==> src/rtl/req_ack_responder.sv <==
// req_ack_responder: responder side of a four-phase req/ack handshake with a sticky error flag and a transfer counter
module req_ack_responder #(
  parameter int ACK_DELAY = 2,
  parameter int MAX_HOLD  = 8,
  parameter int DATA_W    = 8,
  parameter int CNT_W     = 8
) (
  input  logic              clk,
  input  logic              rst,
  input  logic              req,
  input  logic [DATA_W-1:0] data_in,
  output logic              ack,
  output logic [DATA_W-1:0] data_out,
  output logic              done,
  output logic              err,
  output logic [CNT_W-1:0]  xfer_cnt
);
  localparam int HW = $clog2(MAX_HOLD + 1);
  localparam logic [1:0] S_DRAIN = 2'd0, S_IDLE = 2'd1, S_DELAY = 2'd2, S_ACK = 2'd3;
  logic [1:0]        state_q, state_d;
  logic [3:0]        dly_q, dly_d;
  logic [HW-1:0]     hold_q, hold_d;
  logic              ack_q, ack_d, done_q, done_d, err_q, err_d;
  logic [DATA_W-1:0] data_q, data_d;
  logic [CNT_W-1:0]  cnt_q, cnt_d;
  always_comb begin
    state_d = state_q;
    dly_d   = dly_q;
    hold_d  = hold_q;
    ack_d   = ack_q;
    done_d  = 1'b0;
    err_d   = err_q;
    data_d  = data_q;
    cnt_d   = cnt_q;
    case (state_q)
      S_DRAIN: if (!req) state_d = S_IDLE;
      S_IDLE: if (req) begin
        data_d  = data_in;
        dly_d   = 4'(ACK_DELAY - 1);
        state_d = S_DELAY;
      end
      // a req drop on any delay edge, including the last, aborts so ack never rises without req
      S_DELAY: if (!req) begin
        err_d   = 1'b1;
        state_d = S_IDLE;
      end else if (dly_q == 4'd0) begin
        ack_d   = 1'b1;
        hold_d  = '0;
        state_d = S_ACK;
      end else dly_d = dly_q - 4'd1;
      S_ACK: if (!req) begin
        ack_d   = 1'b0;
        done_d  = 1'b1;
        cnt_d   = cnt_q + 1'b1;
        state_d = S_IDLE;
      end else if (hold_q == HW'(MAX_HOLD - 1)) begin
        ack_d   = 1'b0;
        err_d   = 1'b1;
        state_d = S_DRAIN;
      end else hold_d = hold_q + 1'b1;
    endcase
  end
  always_ff @(posedge clk) begin
    if (rst) begin
      state_q <= S_DRAIN;
      dly_q   <= '0;
      hold_q  <= '0;
      ack_q   <= 1'b0;
      done_q  <= 1'b0;
      err_q   <= 1'b0;
      data_q  <= '0;
      cnt_q   <= '0;
    end else begin
      state_q <= state_d;
      dly_q   <= dly_d;
      hold_q  <= hold_d;
      ack_q   <= ack_d;
      done_q  <= done_d;
      err_q   <= err_d;
      data_q  <= data_d;
      cnt_q   <= cnt_d;
    end
  end
  assign ack      = ack_q;
  assign done     = done_q;
  assign err      = err_q;
  assign data_out = data_q;
  assign xfer_cnt = cnt_q;
endmodule
==> config.mk <==
export PLATFORM = sky130hd
export DESIGN_NAME = req_ack_responder
export DESIGN_NICKNAME = d
export VERILOG_FILES = /design/src/rtl/req_ack_responder.sv
export SDC_FILE = /design/constraint.sdc
export NUM_CORES = 1
export LEC_CHECK = 0
export BUFFER_PORTS_ARGS = -buffer_cell sky130_fd_sc_hd__buf_2
export CORE_ASPECT_RATIO = 0.9
export CORE_MARGIN = 5
export CORE_UTILIZATION = 56
export DETAILED_ROUTE_END_ITERATION = 7
export GPL_TIMING_DRIVEN = 1
export PLACE_DENSITY = 0.82
export SYNTH_ARGS = -nofsm -noshare
export SYNTH_HDL_FRONTEND = slang
export SYNTH_SLANG_ARGS = --single-unit
==> constraint.sdc <==
create_clock -name clk -period 2.7 [get_ports clk]
set_input_delay 0.135 -clock clk [delete_from_list [all_inputs] [get_ports clk]]
set_output_delay 0.135 -clock clk [all_outputs]
set_load 0.02 [all_outputs]
==> results.md <==
* Smallest setup slack after layout at 0.973 ns
* Simple-gate area share of the yosys netlist at 26.6%
* Remaining DRCs at 0
* CTS root buffer: clkbuf_4
* Psw at 0.209 mW
* Num CTS Buffers at 5
* Setup TNS at 0 ns
* Unrepaired setup endpoints after global routing: no
* Status: completed
* Async SR Flop Fraction at 0%
* Critical Path, Cell by Cell: inv_1 -> ha_1 -> or3b_1 -> o22ai_1 -> mux2i_1
* Yosys top cell by area: dfxtp_1
* Final worst-path cycle share at 64.0%
* Routed wire per std cell at 14.4 um
* Post-place setup slack at 1.04 ns
* Die height at 56.0 um
* Synth Area in Compound Gates at 16.8%
* Final-report max-slew violation count at 0
* Post-Layout Cell Count at 206
* Delay-heaviest family, CP: simple AND/OR/NAND/NOR gates
* Syn nets at 164
* Register area at 581 um2
* Placed Area at 0.00146 mm2
* Layout fillers at 187
* Synth unique cells at 37
* Post-Syn Area at 0.00131 mm2
* Tmin final at 1.73 ns
* Power, Total at 0.819 mW
* Rel. slew slack at 67.0%
* Port bufs at 29
* I/O pin cnt at 30
* # Post-CTS Setup Buffers at 0
* Synthesis Warnings at 0
* Top FF cell, synth: dfxtp_1
* TritonCTS clock tree: built
* Gpl congestion at 0.871
* P_leak at 0.640 nW
* Fin util at 69.4%
* DR iter-0 viols at 57
* Comb power frac at 7.7%
* Number of global-route vias before repair at 1,151
* Post_cts resized at 0
* Antenna-violating nets left at 0
* Initial antenna violation count at 0
* Hold buffer count at CTS at 0
* Critical Path Sink Type: register
* Final hold vios at 0
* Mean Syn Cell Area at 8.82 um2
* Post-DP HPWL at 2090 um
* Placed Instances at 198
* Die area at 0.00342 mm2
* Achievable clock frequency at 579 MHz
* Crit path kind: reg -> reg
* VDD IR-drop max at 0.000426 V
* CTS max path bufs at 2
* Post-synthesis mux area share at 3.05%
* Design area at 0.00153 mm2
* Sequential power share at 54.5%
* Vias per cell at 5.86
* Total grt overflow at 0
* Via Count at 1,208
* Internal power at 0.611 mW
* CTS H-tree depth at 2
* Worst path slowest cell: or3b_1
* Seq/Total Area, Yosys at 44.2%
* WP buf/inv at 1
* Area of the multi-input gates at 677 um2
* Most frequent cell after synthesis: dfxtp_1
* Commonest cells in the netlist: dfxtp_1 (29), nand2_1 (21), a21oi_1 (17)
* Fin Hold WS at 0.0259 ns
* Rows at 16
* Crit path DAT at 1.99 ns
* Clock share of power at 37.9%
* Die width at 61.1 um
* Slowest stage delay, CP at 0.43 ns
* Power per cell area at 536 mW/mm2
* Initial Util at 59.7%
* Main combinational cell family by area after synthesis: simple AND/OR/NAND/NOR gates
* Synthesized flop and latch total at 29
* Core Box Area at 0.00220 mm2
* First-pass DRT Iterations at 4
* N_diodes at 0
* # setup viols final at 0
* Share of layout cells above drive strength 1 at 22.3%
* Largest cells by area after synthesis: dfxtp_1 (44%), a21oi_1 (6.5%), nand2_1 (6.0%)
* Number of flops mapped to enable cells by yosys at 0
* Final-stage net count at 193
* Adder-Cell Fraction of Synth Area at 3.81%
* Post-Synth XOR/XNOR Area at 1.33%
* Largest net degree at the start of global routing at 29
* CTS sink cnt at 29
* Clk_lat worst skew at 0.34 ns
* Synth Instances at 149
* First-pass GRT wire length at 4820 um
* Synthesis-to-layout area growth at 16.4%
* CP startpoint kind: register
* Hold Crit Class: in -> reg
* Share of the synthesized area in the top cell type at 44.2%
* Final worst clock skew at 0.00570 ns
* Maxcap violations at 0
* Crit Path Max Fanout at 5
* Post-Route WL at 2970 um
* Clk pin slew, worst setup/hold paths at 0.10 ns
* Slew of the pin with the lowest slew margin at 0.494 ns
* GRT Total Usage at 18.6%
* Crit path required time at 2.96 ns
* Sw Ratio at 25.5%
[final timing paths]
check,slack [ns],startpoint,cells after the start,to
max,0.97,dly_q[0]$_SDFFE_PP0P_,5,hold_q[1]$_SDFFE_PP0P_
min,0.03,data_in[4],3,data_out[4]$_SDFFE_PP0P_
max reg2reg,0.97,dly_q[0]$_SDFFE_PP0P_,5,hold_q[1]$_SDFFE_PP0P_
min reg2reg,0.46,data_out[4]$_SDFFE_PP0P_,2,data_out[4]$_SDFFE_PP0P_
[flip-flops by register name (all words and copies together) (netlist names)]
signal / cells
state_q: 2
hold_q: 4
xfer_cnt: 8
err: 1
done: 1
data_out: 8
dly_q: 4
ack: 1
[power groups by stage]
stage          combinational (mW)  sequential [mW]  clock, mW
2_1_floorplan              0.0402            0.459          0
6_report                   0.0627            0.446      0.310
4_1_cts                    0.0627            0.446      0.312
5_1_grt                    0.0700            0.448      0.330
3_3_place_gp               0.0600            0.455          0
3_5_place_dp               0.0624            0.456          0
[logic make-up (layout without fill, tap and decap cells)]
kind of cell | count (synthesis) | after routing
buffers and inverters | 13 | 43
xor gates and xnor gates | 2 | 2
muxes | 4 | 4
DFF | 29 | 29
and+or+nand+nor | 62 | 62
adders and majority gates | 4 | 4
AOI/OAI and AO/OA | 35 | 35
[layout by cell type, fill, tap and decap left out, drive strengths merged, types with 6 or more instances in the layout]
master  count
dfxtp      29
nand3       6
inv         6
nand2      21
buf        29
nor2        7
clkbuf      7
or4         7
a21oi      17
[worst reg2reg max path, stage by stage, from the launching register on]
cell,delay (ns)
dfxtp_1,0.35
inv_1,0.10
ha_1,0.17
or3b_1,0.43
o22ai_1,0.36
mux2i_1,0.25
[layer usage]
metal | global-route usage [%] | part of all wire [%] | routed length [um]
met3 | 7.42 | 7.9 | 236
met4 | 8.98 | 3.0 | 90
met2 | 29.0 | 46 | 1350
met5 | 0 | 0 | 0
met1 | 21.6 | 43 | 1290
[cell type report]
| cell class | instances | share of cell area [%] |
|---|---|---|
| clock buffer | 7 | 4.26 |
| clock inverter | 1 | 0.327 |
| inverter | 6 | 1.47 |
| multi-input combinational | 107 | 44.3 |
| sequential | 29 | 38.0 |
| tap | 27 | 2.21 |
| timing repair buffer | 29 | 9.49 |
(Power assumes the default switching activity.)
